--- config.mk ---
export PLATFORM = sky130hd
export DESIGN_NAME = jt6295_chseq
export DESIGN_NICKNAME = d
export VERILOG_FILES = /design/src/rtl/jt6295_chseq.sv
export SDC_FILE = /design/constraint.sdc
export NUM_CORES = 1
export LEC_CHECK = 0
export ABC_AREA = 0
export BUFFER_PORTS_ARGS = -buffer_cell sky130_fd_sc_hd__buf_2
export CELL_PAD_IN_SITES_DETAIL_PLACEMENT = 1
export CELL_PAD_IN_SITES_GLOBAL_PLACEMENT = 2
export CORE_AREA = 2 2 127 191
export DETAILED_ROUTE_END_ITERATION = 6
export DIE_AREA = 0 0 129 193
export PLACE_DENSITY_LB_ADDON = 0.1
export SYNTH_ARGS = -nofsm -noshare
export SYNTH_HDL_FRONTEND = slang
export SYNTH_SLANG_ARGS = --single-unit
--- constraint.sdc ---
create_clock -name clk -period 10.3 [get_ports clk]
set_clock_uncertainty 0.2 [all_clocks]
set_input_delay 0.515 -clock clk [delete_from_list [all_inputs] [get_ports clk]]
set_output_delay 0.515 -clock clk [all_outputs]
set_load 0.005 [all_outputs]
--- src/rtl/jt6295_chseq.sv ---
// Four-channel round-robin sample address sequencer feeding the ADPCM decoder.
// Optional JT6295_MISSCNT_EN adds a saturating miss_cnt output for late ROM replies.
module jt6295_chseq (
  input  logic        clk,
  input  logic        rst,
  input  logic        cen4,
  input  logic [17:0] start_addr,
  input  logic [17:0] stop_addr,
  input  logic [3:0]  att,
  input  logic [3:0]  start,
  input  logic [3:0]  stop,
  output logic [3:0]  busy,
  output logic [3:0]  ack,
  output logic        zero,
  output logic [17:0] rom_addr,
  input  logic [7:0]  rom_data,
  input  logic        rom_ok,
  output logic [3:0]  dec_data,
  output logic [1:0]  dec_ch,
  output logic [3:0]  dec_att,
  output logic        dec_en
`ifdef JT6295_MISSCNT_EN
  ,
  output logic [7:0]  miss_cnt
`endif
);

  typedef enum logic [1:0] {IDLE, REQ, WAIT} state_t;

  state_t      state_reg;
  logic [1:0]  slot_reg;
  logic [1:0]  slot_next;
  logic [18:0] naddr_reg [4];
  logic [17:0] saddr_reg [4];
  logic [3:0]  catt_reg  [4];

  logic [3:0]  pend;
  logic [1:0]  sel;
  logic        sel_valid;
  logic [18:0] cur_naddr;
  logic        drop;

  assign slot_next = slot_reg + 2'd1;
  assign cur_naddr = naddr_reg[slot_reg];
  // A fetch is abandoned as soon as its channel is stopped or no longer playing.
  assign drop      = stop[slot_reg] | ~busy[slot_reg];
  assign pend      = start & ~ack;

  always_comb begin
    sel       = 2'd0;
    sel_valid = 1'b0;
    for (int i = 3; i >= 0; i--) begin
      if (pend[i]) begin
        sel       = 2'(i);
        sel_valid = 1'b1;
      end
    end
  end

  always_ff @(posedge clk) begin
    if (rst) begin
      state_reg <= IDLE;
      slot_reg  <= 2'd3;
      busy      <= '0;
      ack       <= '0;
      zero      <= 1'b0;
      rom_addr  <= '0;
      dec_data  <= '0;
      dec_ch    <= '0;
      dec_att   <= '0;
      dec_en    <= 1'b0;
      for (int i = 0; i < 4; i++) begin
        naddr_reg[i] <= '0;
        saddr_reg[i] <= '0;
        catt_reg[i]  <= '0;
      end
`ifdef JT6295_MISSCNT_EN
      miss_cnt <= '0;
`endif
    end else begin
      ack    <= '0;
      zero   <= 1'b0;
      dec_en <= 1'b0;

      if (sel_valid) begin
        ack[sel] <= 1'b1;
        if (!busy[sel] && !stop[sel]) begin
          naddr_reg[sel] <= {start_addr, 1'b0};
          saddr_reg[sel] <= stop_addr;
          catt_reg[sel]  <= att;
          busy[sel]      <= 1'b1;
        end
      end

      if (cen4) begin
        slot_reg <= slot_next;
        zero     <= (slot_next == 2'd0);
`ifdef JT6295_MISSCNT_EN
        if (state_reg == WAIT && miss_cnt != 8'hFF)
          miss_cnt <= miss_cnt + 8'd1;
`endif
        if (busy[slot_next]) begin
          rom_addr  <= naddr_reg[slot_next][18:1];
          state_reg <= REQ;
        end else begin
          state_reg <= IDLE;
        end
      end else begin
        case (state_reg)
          REQ:  state_reg <= drop ? IDLE : WAIT;
          WAIT: begin
            if (drop) begin
              state_reg <= IDLE;
            end else if (rom_ok) begin
              dec_data            <= cur_naddr[0] ? rom_data[3:0] : rom_data[7:4];
              dec_ch              <= slot_reg;
              dec_att             <= catt_reg[slot_reg];
              dec_en              <= 1'b1;
              naddr_reg[slot_reg] <= cur_naddr + 19'd1;
              if (cur_naddr[18:1] == saddr_reg[slot_reg] && cur_naddr[0])
                busy[slot_reg] <= 1'b0;
              state_reg <= IDLE;
            end
          end
          default: state_reg <= IDLE;
        endcase
      end

      // Stop has the final word over start and end-of-sample.
      for (int i = 0; i < 4; i++)
        if (stop[i]) busy[i] <= 1'b0;
    end
  end

endmodule

---- After elaboration in Yosys (flattened, before gate mapping) ----
Memory sizes are Yosys's and may differ from the RTL's. A register that Yosys moved wholly into a read port is not among the register bits.
Index checks and enable logic that the tools add are counted.
word-level totals
  flip-flop bits (word level) ............. 20
  RAM bits ................................ 164
  input port bits ......................... 60
  output and inout bits ................... 38
  logic and storage cells ................. 119
  memories kept ........................... 3
cells by class
  add/sub/neg operators ................... 2
  magnitude comparators ................... 5
  equal/unequal tests ..................... 4
  multiplexer cells ....................... 65
  bitwise operators ....................... 10
  reductions and logical operators ........ 19
memories
  memory     depth  width  read ports  clocked after memory_dff  wr ports  RTL line  RTL
  naddr_reg  4      19     2           2                         4         33        logic [18:0] naddr_reg [4];
  saddr_reg  4      18     1           1                         4         34        logic [17:0] saddr_reg [4];
  catt_reg   4      4      1           1                         4         35        logic [3:0] catt_reg [4];
operators by type and width
  operator                                              number
  2-to-1 mux 4 bit                                      10
  2-to-1 mux 19 bit                                     2
  OR reduction 19 bit                                   2
  2-to-1 mux 2 bit                                      16
  2-to-1 mux 1 bit                                      28
  adder 19 x 1 -> 19 bit (second input constant)        1
  == test 18 bit                                        1
  2-to-1 mux 18 bit                                     1
  OR reduction 18 bit                                   1
  OR reduction 2 bit                                    6
  binary-select mux 1 bit (select 2 bit)                5
  < comparator 2 x 3 -> 1 bit (second input constant)   3
  AND 4 bit                                             2
  inverter 4 bit                                        2
  demux 1 bit (select 2 bit)                            2
  >= comparator 2 x 1 -> 1 bit (second input constant)  2
  logical AND 1 bit                                     4
  != test 4 bit (second input constant)                 1
  inverter 1 bit                                        4
  OR 4 bit                                              1
  one-hot mux 2 bit (2 select lines)                    1
  AND reduction 4 bit                                   1
  OR reduction 4 bit                                    1
  adder 2 x 1 -> 2 bit (second input constant)          1
  other kinds (6)                                       7

---- Depth between registers and ports, before layout ----
  depth in word-level cells ............... 20
  depth in mapped cells ................... 10
  gate-level depth less buffers ........... 7

---- Worst setup path before layout ----
No wires, ideal clock.
  path type ............................... input to register
  from .................................... input start[0]
  to ...................................... memory naddr_reg[1][0], enable pin
  library setup time ...................... 0.378 ns
  arrival ................................. 3.584 ns
  required time ........................... 9.722 ns
  path slack .............................. 6.138 ns
  stages on the path ...................... 5
  buffers on the path ..................... 0
  cell sequence ........................... and2b_1 > a31oi_1 > o221ai_2 > o31ai_1 > nand2b_1
RTL lines
  what             RTL line  RTL
  start, declared  10        input logic [3:0] start,
  end, declared    33

==> summary.md <==
| Metric | Value |
|---|---|
| Number of flip-flops and latches in the synthesized netlist | `about 210` |
| Number of endpoints with negative hold slack in the final report | `0` |
| Remaining antenna violation count after routing | `0` |
| Actual slew at the worst max-slew pin | `approximately 1200 ps` |
| Count of cells along the worst hold path | `2` |
| Cell area after placement | `~0.011 sq mm` |
| Tightest slew margin relative to the limit | `0.1801` |
| Worst-path clk slew | `60 ps` |
| Global-route wire length before repair | `approximately 45000 microns` |
| Min Tclk post-route | `3759 ps` |
| Required time reported for the critical path endpoint | `10330 ps` |
| Floorplan die area | `roughly 0.025 sq mm` |
| Setup repair after global routing missed its margin | `false` |
| Wire length per cell | `approximately 24 microns` |
| Routability congestion estimate from global placement | `about 0.8` |
| Number of nets in the synthesized netlist | `roughly 870` |
| Mean cell area of the mapped netlist | `12.88 sq um` |
| Total setup violations reported at the end of the flow | `0` |
| Power per Cell Area | `between 150 and 200 mW/mm^2` |
| Placement Setup Slack | `6356 ps` |
| Worst-Skew Late Latency | `just over 500 ps` |
| Number of instances in the placed design | `between 1000 and 1500` |
| Non-filler instance count after layout | `roughly 1200` |
| Die span in y | `around 190 microns` |
| Maximum vdd drop | `between 0.1 and 0.15 mV` |
| Startpoint types | `flip-flop` |
| Number of iterations in the first detailed-routing pass | `4` |
| Number of primary I/O pins | `a little under 100` |
| Final cell area excluding filler cells | `approximately 0.012 sq mm` |
| Initial antenna violation count | `0` |
| Count of port buffers added during placement | `97` |
| Syn. warnings | `0` |
| Proportion of netlist area held by the largest area contributor | `0.4784` |
| Floorplan die width | `129 microns` |
| Count of distinct cell types in the synthesized netlist | `just under 60` |
| Core utilization of the finished layout | `0.5023` |
| TritonCTS buffer count | `22` |
| Setup Crit Path Kind | `flip-flop to flip-flop` |
| Mapped Cells | `799` |
| Outcome | `complete, no violations` |
| Share of the cycle needed by the critical path after routing | `0.3649` |
| Number of antenna cells inserted | `0` |
| Most frequently used cell type in the post-synthesis netlist | `edfxtp_1` |
| Logic depth of the worst register-to-register path | `8` |
| Async S/R FF share, synth | `0` |
| Crit path arrival time | `around 3800 ps` |
| Setup TNS Final | `0 ps` |
| Hold worst-path end | `busy[1]` |
| Detailed placer's ending HPWL | `18840 microns` |
| Clock tree from TritonCTS | `built` |
| Post-CTS setup buffer count | `0` |
| Maximum clock insertion buffer count | `3` |
| Worst Min Path Start | `stop[1]` |
| CTS root buffer | `clkbuf_16` |
| CP endpoint kind | `flip-flop` |
| H-tree depth reported by CTS | `1` |
| Layout filler cell count | `2376` |
| Area added between synthesis and finish | `14.15%` |
| Total design power | `2.091 mW` |
| Highest attainable clock frequency | `between 200 and 300 MHz` |
| Via Count | `about 7100` |
| Number of enable flip-flop cells after synthesis | `roughly 160` |
| Main synth FF type | `edfxtp_1` |
| Fraction of the yosys area taken by sequential cells | `0.5639` |
| Global-route congestion overflow total | `0` |
| Pins over their slew limit | `0` |
| Static leakage | `about 4.6 nW` |
| Final setup margin | `~6500 ps` |
| Core footprint | `~0.023 sq mm` |
| DRC viols | `0` |
| RR Endpoint | `naddr_reg[1][18]` |
| Via count normalized by instance count | `~5.8` |
| Class of the tightest hold or removal check | `primary input to flip-flop` |
| Max FFs per register | `76` |
| Number of global-route vias before repair | `7883` |
| Share of final-layout standard cells stronger than drive strength 1 | `0.2238` |
| Cell types occupying the most area after synthesis | `edfxtp_1, dfxtp_1, mux4_2` |
| Hold buffers post-CTS | `0` |
| Total standard cell area after synthesis | `0.01029 sq mm` |
| Initial DRC count | `roughly 290` |
| Tightest hold margin | `~29 ps` |
| Total global-route track usage | `0.2406` |
| Worst Path Max Fanout | `37` |
| Total length of routed wires | `29200 microns` |
| Pin count of the biggest net entering global routing | `slightly above 70` |
| # nets final | `roughly 950` |
| Initial cell density of the core | `0.4400` |
| # clock sinks | `around 210` |
| Cell type with the largest total area after synthesis | `edfxtp_1` |
| Number of placement rows | `69` |
| Register-to-register path setup slack | `between 6000 and 7000 ps` |
| Maximum capacitance violations | `0` |
| Most used standard cells in the synthesized netlist | `edfxtp_1, nand2_1, o21ai_0, and2_1, and3_1` |
| Number of gates resized after CTS | `0` |
area by class of cell:
type | count | area [sq um] | share of cell area
sequential | 208 | 5807 | 0.4941
multi-input combinational | 530 | 4217 | 0.3588
clock buffer | 30 | 601.8 | 0.05121
timing repair buffer | 111 | 590.6 | 0.05026
tap | 319 | 399.1 | 0.03397
clock inverter | 10 | 102.6 | 0.008731
inverter | 9 | 33.78 | 0.002875
layout by cell type, fill, tap and decap left out, drive strengths merged, types with 2 or more instances in the layout:
cell,count
ha,6
nand2,104
nor4,6
buf,111
nor3,11
clkbuf,30
nor2,32
mux2i,12
inv,8
o21ai,57
mux4,59
a21oi,19
xnor2,9
nand3,31
clkinv,8
o211ai,2
nand2b,8
xor2,27
edfxtp,164
a211oi,4
a31oi,4
dfxtp,44
a2111oi,2
and4bb,2
nand4b,2
bufinv,2
and3,46
or2,3
nand3b,2
and2,46
nand4,4
o22ai,18
worst max-delay path, cell delays in order (launching register included):
cell,delay [ps]
dfxtp_2,310
buf_4,590
mux4_1,970
ha_1,420
and2_1,200
and4bb_4,240
nand3_1,110
xor2_1,280
o22ai_1,140
kinds of logic (layout without fill, tap and decap cells):
| kind of cell | count (synthesis) | in the layout | synth area share |
|---|---|---|---|
| AND/OR/NAND/NOR | 302 | 302 | 0.1516 |
| flip-flops | 208 | 208 | 0.5639 |
| AO/OA/AOI/OAI | 114 | 114 | 0.06769 |
| multiplexers | 72 | 72 | 0.1494 |
| buffers and inverters | 61 | 160 | 0.02953 |
| XOR/XNOR | 36 | 36 | 0.03063 |
| adder cells (fa/ha/maj) | 6 | 6 | 0.007292 |
worst max path at each step:
| stage | slack, ps | to | cells after the start | from |
|---|---|---|---|---|
| 2_1_floorplan | 6140 | naddr_reg[1][0] | 5 | start[0] |
| 3_3_place_gp | 6430 | naddr_reg[1][9] | 5 | rst |
| 3_5_place_dp | 6360 | naddr_reg[1][9] | 5 | rst |
| 4_1_cts | 6490 | naddr_reg[1][18] | 8 | flip-flop |
| 5_1_grt | 6280 | naddr_reg[1][14] | 8 | flip-flop |
| 6_report | 6540 | naddr_reg[1][18] | 8 | flip-flop |
per-layer routing:
metal | part of all wire | GRT usage | up-vias
li1 | - | - | 3187
met1 | 0.38 | 0.2739 | 3637
met2 | 0.55 | 0.4565 | 191
met3 | 0.038 | 0.03228 | 68
met4 | 0.034 | 0.08737 | 0
met5 | 0 | 0 | -
power by group:
group	internal [mW]	switching [mW]
clock network	0.460	0.335
logic	0.123	0.189
registers	0.962	0.0215
Note: power is estimated with default switching activity, not from simulation.
